[src/rtl/mem_arbiter.sv]
// mem_arbiter: two-port (instruction fetch / data) round-robin arbiter onto a
// single shared memory request port. Each transaction is latched on grant,
// presented to memory while BUSY, and acknowledged for one DONE cycle. A
// stall counter aborts a transaction stuck on mem_waitrequest and raises a
// sticky err flag.
module mem_arbiter #(
  parameter int TIMEOUT = 16
) (
  input  logic        clk,
  input  logic        reset,
  // instruction fetch port
  input  logic [31:0] i_address,
  input  logic        i_read,
  output logic        i_waitrequest,
  output logic [31:0] i_readdata,
  // data port
  input  logic [31:0] d_address,
  input  logic        d_read,
  input  logic        d_write,
  input  logic [31:0] d_writedata,
  input  logic [3:0]  d_byteenable,
  output logic        d_waitrequest,
  output logic [31:0] d_readdata,
  // shared memory port
  output logic [31:0] mem_address,
  output logic        mem_read,
  output logic        mem_write,
  output logic [31:0] mem_writedata,
  output logic [3:0]  mem_byteenable,
  input  logic [31:0] mem_readdata,
  input  logic        mem_waitrequest,
  output logic        err
);

  // Counter must be able to hold the value TIMEOUT itself.
  localparam int CW = $clog2(TIMEOUT + 1);
  localparam logic [31:0] ABORT_DATA = 32'hDEADBEEF;
  localparam logic GRANT_I = 1'b0;
  localparam logic GRANT_D = 1'b1;

  typedef enum logic [2:0] {
    IDLE   = 3'd0,
    BUSY_I = 3'd1,
    BUSY_D = 3'd2,
    DONE_I = 3'd3,
    DONE_D = 3'd4
  } state_t;

  state_t          state_q;
  logic            last_grant_q;
  logic [CW-1:0]   stall_q;
  logic            err_q;
  logic [31:0]     i_readdata_q;
  logic [31:0]     d_readdata_q;
  logic [31:0]     mem_address_q;
  logic            mem_read_q;
  logic            mem_write_q;
  logic [31:0]     mem_writedata_q;
  logic [3:0]      mem_byteenable_q;

  logic            i_pend_d;
  logic            d_pend_d;
  logic            grant_i_d;
  logic            grant_d_d;
  logic [CW-1:0]   stall_inc_d;
  logic            timeout_hit_d;

  // Arbitration decision and stall-limit detection for the next FSM edge
  always_comb begin
    i_pend_d      = i_read;
    d_pend_d      = d_read | d_write;
    grant_i_d     = 1'b0;
    grant_d_d     = 1'b0;
    if (i_pend_d && d_pend_d) begin
      // tie: whoever was not served last goes first
      if (last_grant_q == GRANT_D) begin
        grant_i_d = 1'b1;
      end else begin
        grant_d_d = 1'b1;
      end
    end else if (i_pend_d) begin
      grant_i_d = 1'b1;
    end else if (d_pend_d) begin
      grant_d_d = 1'b1;
    end else begin
      grant_i_d = 1'b0;
      grant_d_d = 1'b0;
    end
    stall_inc_d   = stall_q + CW'(1);
    timeout_hit_d = (stall_inc_d == CW'(TIMEOUT));
  end

  // Transaction FSM: grant, latch request, drive memory, capture/abort, acknowledge
  always_ff @(posedge clk) begin
    if (reset) begin
      state_q          <= IDLE;
      last_grant_q     <= GRANT_D;
      stall_q          <= '0;
      err_q            <= 1'b0;
      i_readdata_q     <= 32'h0000_0000;
      d_readdata_q     <= 32'h0000_0000;
      mem_address_q    <= 32'h0000_0000;
      mem_read_q       <= 1'b0;
      mem_write_q      <= 1'b0;
      mem_writedata_q  <= 32'h0000_0000;
      mem_byteenable_q <= 4'b0000;
    end else begin
      case (state_q)
        IDLE: begin
          if (grant_i_d) begin
            state_q          <= BUSY_I;
            last_grant_q     <= GRANT_I;
            stall_q          <= '0;
            mem_address_q    <= i_address;
            mem_read_q       <= 1'b1;
            mem_write_q      <= 1'b0;
            mem_writedata_q  <= 32'h0000_0000;
            mem_byteenable_q <= 4'b1111;
          end else if (grant_d_d) begin
            state_q          <= BUSY_D;
            last_grant_q     <= GRANT_D;
            stall_q          <= '0;
            mem_address_q    <= d_address;
            // read+write together is a write
            mem_read_q       <= ~d_write;
            mem_write_q      <= d_write;
            mem_writedata_q  <= d_writedata;
            mem_byteenable_q <= d_byteenable;
          end else begin
            state_q <= IDLE;
          end
        end
        BUSY_I: begin
          if (!mem_waitrequest) begin
            i_readdata_q     <= mem_readdata;
            state_q          <= DONE_I;
            mem_address_q    <= 32'h0000_0000;
            mem_read_q       <= 1'b0;
            mem_write_q      <= 1'b0;
            mem_writedata_q  <= 32'h0000_0000;
            mem_byteenable_q <= 4'b0000;
          end else if (timeout_hit_d) begin
            i_readdata_q     <= ABORT_DATA;
            err_q            <= 1'b1;
            stall_q          <= stall_inc_d;
            state_q          <= DONE_I;
            mem_address_q    <= 32'h0000_0000;
            mem_read_q       <= 1'b0;
            mem_write_q      <= 1'b0;
            mem_writedata_q  <= 32'h0000_0000;
            mem_byteenable_q <= 4'b0000;
          end else begin
            stall_q <= stall_inc_d;
          end
        end
        BUSY_D: begin
          if (!mem_waitrequest) begin
            // stores leave the load-data register untouched
            if (mem_read_q) begin
              d_readdata_q <= mem_readdata;
            end else begin
              d_readdata_q <= d_readdata_q;
            end
            state_q          <= DONE_D;
            mem_address_q    <= 32'h0000_0000;
            mem_read_q       <= 1'b0;
            mem_write_q      <= 1'b0;
            mem_writedata_q  <= 32'h0000_0000;
            mem_byteenable_q <= 4'b0000;
          end else if (timeout_hit_d) begin
            if (mem_read_q) begin
              d_readdata_q <= ABORT_DATA;
            end else begin
              d_readdata_q <= d_readdata_q;
            end
            err_q            <= 1'b1;
            stall_q          <= stall_inc_d;
            state_q          <= DONE_D;
            mem_address_q    <= 32'h0000_0000;
            mem_read_q       <= 1'b0;
            mem_write_q      <= 1'b0;
            mem_writedata_q  <= 32'h0000_0000;
            mem_byteenable_q <= 4'b0000;
          end else begin
            stall_q <= stall_inc_d;
          end
        end
        DONE_I: begin
          state_q <= IDLE;
        end
        DONE_D: begin
          state_q <= IDLE;
        end
        default: begin
          state_q          <= IDLE;
          mem_read_q       <= 1'b0;
          mem_write_q      <= 1'b0;
          mem_byteenable_q <= 4'b0000;
        end
      endcase
    end
  end

  // A requester stalls for as long as it asks, except in its own DONE cycle.
  assign i_waitrequest  = i_pend_d & (state_q != DONE_I);
  assign d_waitrequest  = d_pend_d & (state_q != DONE_D);

  assign i_readdata     = i_readdata_q;
  assign d_readdata     = d_readdata_q;
  assign mem_address    = mem_address_q;
  assign mem_read       = mem_read_q;
  assign mem_write      = mem_write_q;
  assign mem_writedata  = mem_writedata_q;
  assign mem_byteenable = mem_byteenable_q;
  assign err            = err_q;

endmodule

[config.mk]
export PLATFORM = sky130hd
export DESIGN_NAME = mem_arbiter
export DESIGN_NICKNAME = d
export VERILOG_FILES = /design/src/rtl/mem_arbiter.sv
export SDC_FILE = /design/constraint.sdc
export NUM_CORES = 1
export LEC_CHECK = 0
export CORE_UTILIZATION = 40
export CTS_CLUSTER_SIZE = 30
export DETAILED_ROUTE_END_ITERATION = 10
export PLACE_DENSITY = 0.87
export SYNTH_ARGS = -nofsm -noshare
export SYNTH_HDL_FRONTEND = slang
export SYNTH_SLANG_ARGS = --single-unit
[constraint.sdc]
create_clock -name clk -period 2.7 [get_ports clk]
set_clock_uncertainty 0.05 [all_clocks]
set_input_delay 0.675 -clock clk [delete_from_list [all_inputs] [get_ports clk]]
set_output_delay 0.675 -clock clk [all_outputs]
set_load 0.05 [all_outputs]
Yosys cells after proc, flatten, opt, wreduce, memory -nomap -nowiden
Index checks and enable logic that the tools add are counted.
W data, S select, Z words.

storage, ports and cells
  flip-flop bits (word level) = 144
  bits of input ports = 138
  output and inout bits = 137
  logic and storage cells = 93

cells by class
  add/sub/neg operators = 1
  equal/unequal tests = 14
  multiplexer cells = 47
  bitwise logic cells = 5
  reduce and logical (&&, ||, !) cells = 15

operators with widths
  cell                   number
  $mux W32               12
  $pmux W32 S2           2
  $mux W4                4
  $mux W1                15
  $mux W5                3
  $mux W3                4
  $ne A3 B3 Y1 const B   4
  $pmux W4 S3            1
  $reduce_and A3 Y1      4
  $pmux W5 S2            1
  $pmux W3 S3            1
  $eq A3 B2 Y1 const B   2
  $ne A3 B2 Y1 const B   2
  $pmux W1 S3            2
  $reduce_and A2 Y1      3
  $reduce_bool A2 Y1     3
  $add A5 B1 Y5 const B  1
  $eq A5 B5 Y1 const B   1
  $mux W2                2
  $ne A2 B1 Y1 const B   2
  $reduce_and A4 Y1      1
  $reduce_or A2 Y1       2
  $eq A3 B1 Y1 const B   1
  $eq A3 B3 Y1 const B   1
  other kinds (6)        8

Longest topological paths before layout
  depth after elaboration = 7
  depth in mapped cells = 8

Least setup slack after synthesis
No wires, ideal clock.

  path kind = register to output
  start point = register state_q[1]
  end point = output port i_waitrequest
  arrival = 1.871 ns
  required time = 1.975 ns
  path slack = 0.104 ns
  stages on the path, launching flop included = 5
  buffers on the path = 2
  path through = dfxtp_1 buf_2 buf_2 nor2b_1 a21boi_0

on the way
  cells in the longest elaborated chain, start to end = 2

RTL lines
  what                      line  text
  start: declaration        49    state_t state_q;
  start signal: assignment  96    state_q <= IDLE;
  start signal: assignment  111   state_q <= BUSY_I;
  start signal: assignment  120   state_q <= BUSY_D;
  $ne A3 B2 Y1              205   assign i_waitrequest = i_pend_d & (state_q != DONE_I);
  $and A1 B1 Y1             205
  end: declaration          14    output logic i_waitrequest,

No other way between the ends.

Worst setup path in the final report
  start point = input port d_write
  end point = output port d_waitrequest

on the way
  cells in the longest elaborated chain, start to end = 2

RTL lines
  what                line  text
  start: declaration  19    input logic d_write,
  $or A1 B1 Y1        71    d_pend_d = d_read | d_write;
  $and A1 B1 Y1       206   assign d_waitrequest = d_pend_d & (state_q != DONE_D);
  end: declaration    22    output logic d_waitrequest,

No other way between the ends.

==> reports/qor.yml <==
ctsLongestPathBuffers: 2
cts_tree: "built"
finalHoldViolations: 0
ant_nets: 0
postCtsHoldBufs: 0
crit_path_cell_trace: "clkdlybuf4s50_1, buf_4, nor2_1, a21oi_1, buf_12"
worst_slew_pin_slew_ps: 815.4
postCtsSetupBuffers: 0
grt_pass1_wl_mm: 30.22
fill_cells: 1277
yosysWarningCount: 0
firstDrtPassIters: 5
grtUsageTotal: 0.2296
power_density_nw_per_um2: 687.8
drv_slew: 0
syn_to_final_growth_pct: 55.25
ys_ff_latch: 144
drv_cap: 0
cp_max_fo: 4
wl_per_cell_um: 16.14
critPathTopFamily: "buffers and inverters"
yosysSeqAreaShare: 0.4412
endpoint_kind: "output pin"
place_ws_ps: -148.8
cts_resized: 0
n_antenna_cell: 0
drcViolationCount: 0
hpwl_mm: 14.39
yosys.area.top_type: "dfxtp_1"
grt_max_degree: 90
clock-sinks: 144
ir_drop_mv: 0.4207
synth_area_um2: 6534
synth_top_area_share: 0.4412
core.rowCount: 46
netlist_instances: 749
ioPinCount: 275
path_class: "in -> out"
synth_edf_count: 0
yosys.cell_types.count: 41
numCtsBuffers: 17
crit_buf_inv: 3
fin_setup_tns_ps: 0
max_slew_margin: 0.4514
clock-root-buffer: "clkbuf_16"
fin_nets: 1146
overflow: 0
cts_max_level: 4
start_util: 0.4098
drt-total-wl_mm: 19.92
avgSynthCellArea_um2: 8.723
total_power_mw: 6.976
critPathLaunchType: "input pin"
vias_per_cell: 5.173
period_minus_slack_ps: 2511
syn-num-nets: 888
fin_util: 0.6362
antenna_found_initial: 1
die_area_um2: 16850
die_w_um: 129.8
drive_above_1_share: 0.1031
cpMaxStageDelayCell: "clkdlybuf4s50_1"
synth_flop_cell: "dfxtp_1"
place_congestion: 0.8072
min_period_over_period: 0.9299
placed_area_um2: 9559
setup_ws_ps: 189.2
status: "finished clean"
die_h_um: 129.8
p_leak_nw: 3.719
port_buffers: 274
async_flop_share: 0
timing.fmax_mhz: 398.3
grt_pass1_vias: 6085
initialDrtViolationCount: 275
required_ps: 1980
setup_violations: 0
worstPathArrival_ps: 1790
finish.instance_area_um2: 10140
core_um2: 15940
rsz0062_at_grt: "false"
clk_latency_ps: 400
clkTransAtPathRegs_ps: 60
min_path_type: "reg -> reg"
netlist_top_cells_area: "dfxtp_1, mux2_4, nand2_1"
via_count: 6384
slowest_delay_ps: 480
-- cells by family after synthesis --
| family | Yosys count | synth area share |
|---|---|---|
| AO/OA/AOI/OAI | 150 | 0.1446 |
| XOR/XNOR | 1 | 0.001341 |
| flip-flops | 144 | 0.4412 |
| AND/OR/NAND/NOR | 296 | 0.2214 |
| adder cells (fa/ha/maj) | 1 | 0.001915 |
| multiplexers | 66 | 0.1233 |
| buffers and inverters | 91 | 0.06626 |
-- synth_stat cells, types with 26 or more instances --
| library cell | number |
|---|---|
| a211oi_1 | 26 |
| a21oi_1 | 57 |
| clkbuf_1 | 54 |
| dfxtp_1 | 144 |
| mux2_4 | 28 |
| mux2i_1 | 34 |
| nand2_1 | 109 |
| nand2b_1 | 40 |
| nor2_1 | 38 |
| nor2b_1 | 35 |
| nor3_1 | 30 |
| nor4_1 | 26 |
-- registers in the layout, summed over array words and instances (netlist names) --
signal,flops
d_readdata,32
i_readdata,32
mem_address,32
mem_writedata,32
stall_q,5
mem_byteenable,4
state_q,3
err,1
last_grant_q,1
mem_read,1
mem_write,1
-- metal layers --
layer	vias to the layer above	share of wire	GRT usage
met4	2	0.016	0.07592
met2	280	0.50	0.4137
met1	2964	0.39	0.2537
met5	-	0.00065	0
li1	3118	-	-
met3	20	0.093	0.07503
-- cells in the final DEF, fill, tap and decap left out, types with 2 or more instances in the layout --
| cell type | n |
|---|---|
| a41oi_1 | 2 |
| nor2b_1 | 33 |
| nand3_1 | 5 |
| nor2_1 | 37 |
| nor2b_2 | 2 |
| a31oi_1 | 24 |
| nand4_1 | 8 |
| nor3_1 | 30 |
| o31ai_1 | 8 |
| mux2_4 | 28 |
| inv_1 | 25 |
| dfxtp_1 | 144 |
| a22oi_1 | 2 |
| buf_12 | 8 |
| nand2b_1 | 40 |
| buf_4 | 26 |
| clkinv_2 | 4 |
| clkbuf_16 | 17 |
| mux2_2 | 4 |
| a32o_1 | 5 |
| a211oi_1 | 26 |
| mux2i_1 | 34 |
| nor4_1 | 26 |
| o21ai_2 | 2 |
| o21ai_0 | 15 |
| clkinvlp_4 | 3 |
| a221o_1 | 2 |
| clkdlybuf4s50_1 | 271 |
| a21oi_1 | 57 |
| bufinv_16 | 3 |
| nand2_1 | 109 |
| o21a_1 | 2 |
-- cell type report --
cell class / count / area (µm²) / area share
clock buffer: 19 / 442.9 / 0.04367
clock inverter: 11 / 141.4 / 0.01394
inverter: 25 / 93.84 / 0.009251
multi-input combinational: 514 / 3244 / 0.3198
sequential: 144 / 2883 / 0.2842
tap: 216 / 270.3 / 0.02664
timing repair buffer: 305 / 3068 / 0.3025
-- report_power, final --
group          internal (mW)  switching, mW  total, mW
combinational          0.900           1.32       2.22
clock                   1.46          0.869       2.33
sequential              2.31          0.111       2.42
-- metrics by stage --
| stage | hold WS (ps) | std cells |
|---|---|---|
| after global routing | 417.4 | 1234 |
| after detailed placement | 392.2 | 1204 |
| after floorplan | 426.6 | 749 |
| after CTS | 403.7 | 1234 |
| after global placement | 388.4 | 1204 |
| final | 400.7 | 1234 |
-- worst min-delay path, stage by stage (launching register included) --
cell	delay (ps)
dfxtp_1	300
inv_1	50
a211oi_1	50
-- final timing paths --
check                             startpoint                             end  slack, ps  cells after the start
hold / removal    i_readdata[9]$_SDFFE_PP0P_      i_readdata[9]$_SDFFE_PP0P_        400                      2
hold reg to reg   i_readdata[9]$_SDFFE_PP0P_      i_readdata[9]$_SDFFE_PP0P_        400                      2
setup reg to reg     state_q[2]$_SDFFE_PP0P_  mem_writedata[16]$_SDFFE_PP0P_        510                      6
setup / recovery                     d_write                   d_waitrequest        190                      5
Power figures use the tool's default switching activity.
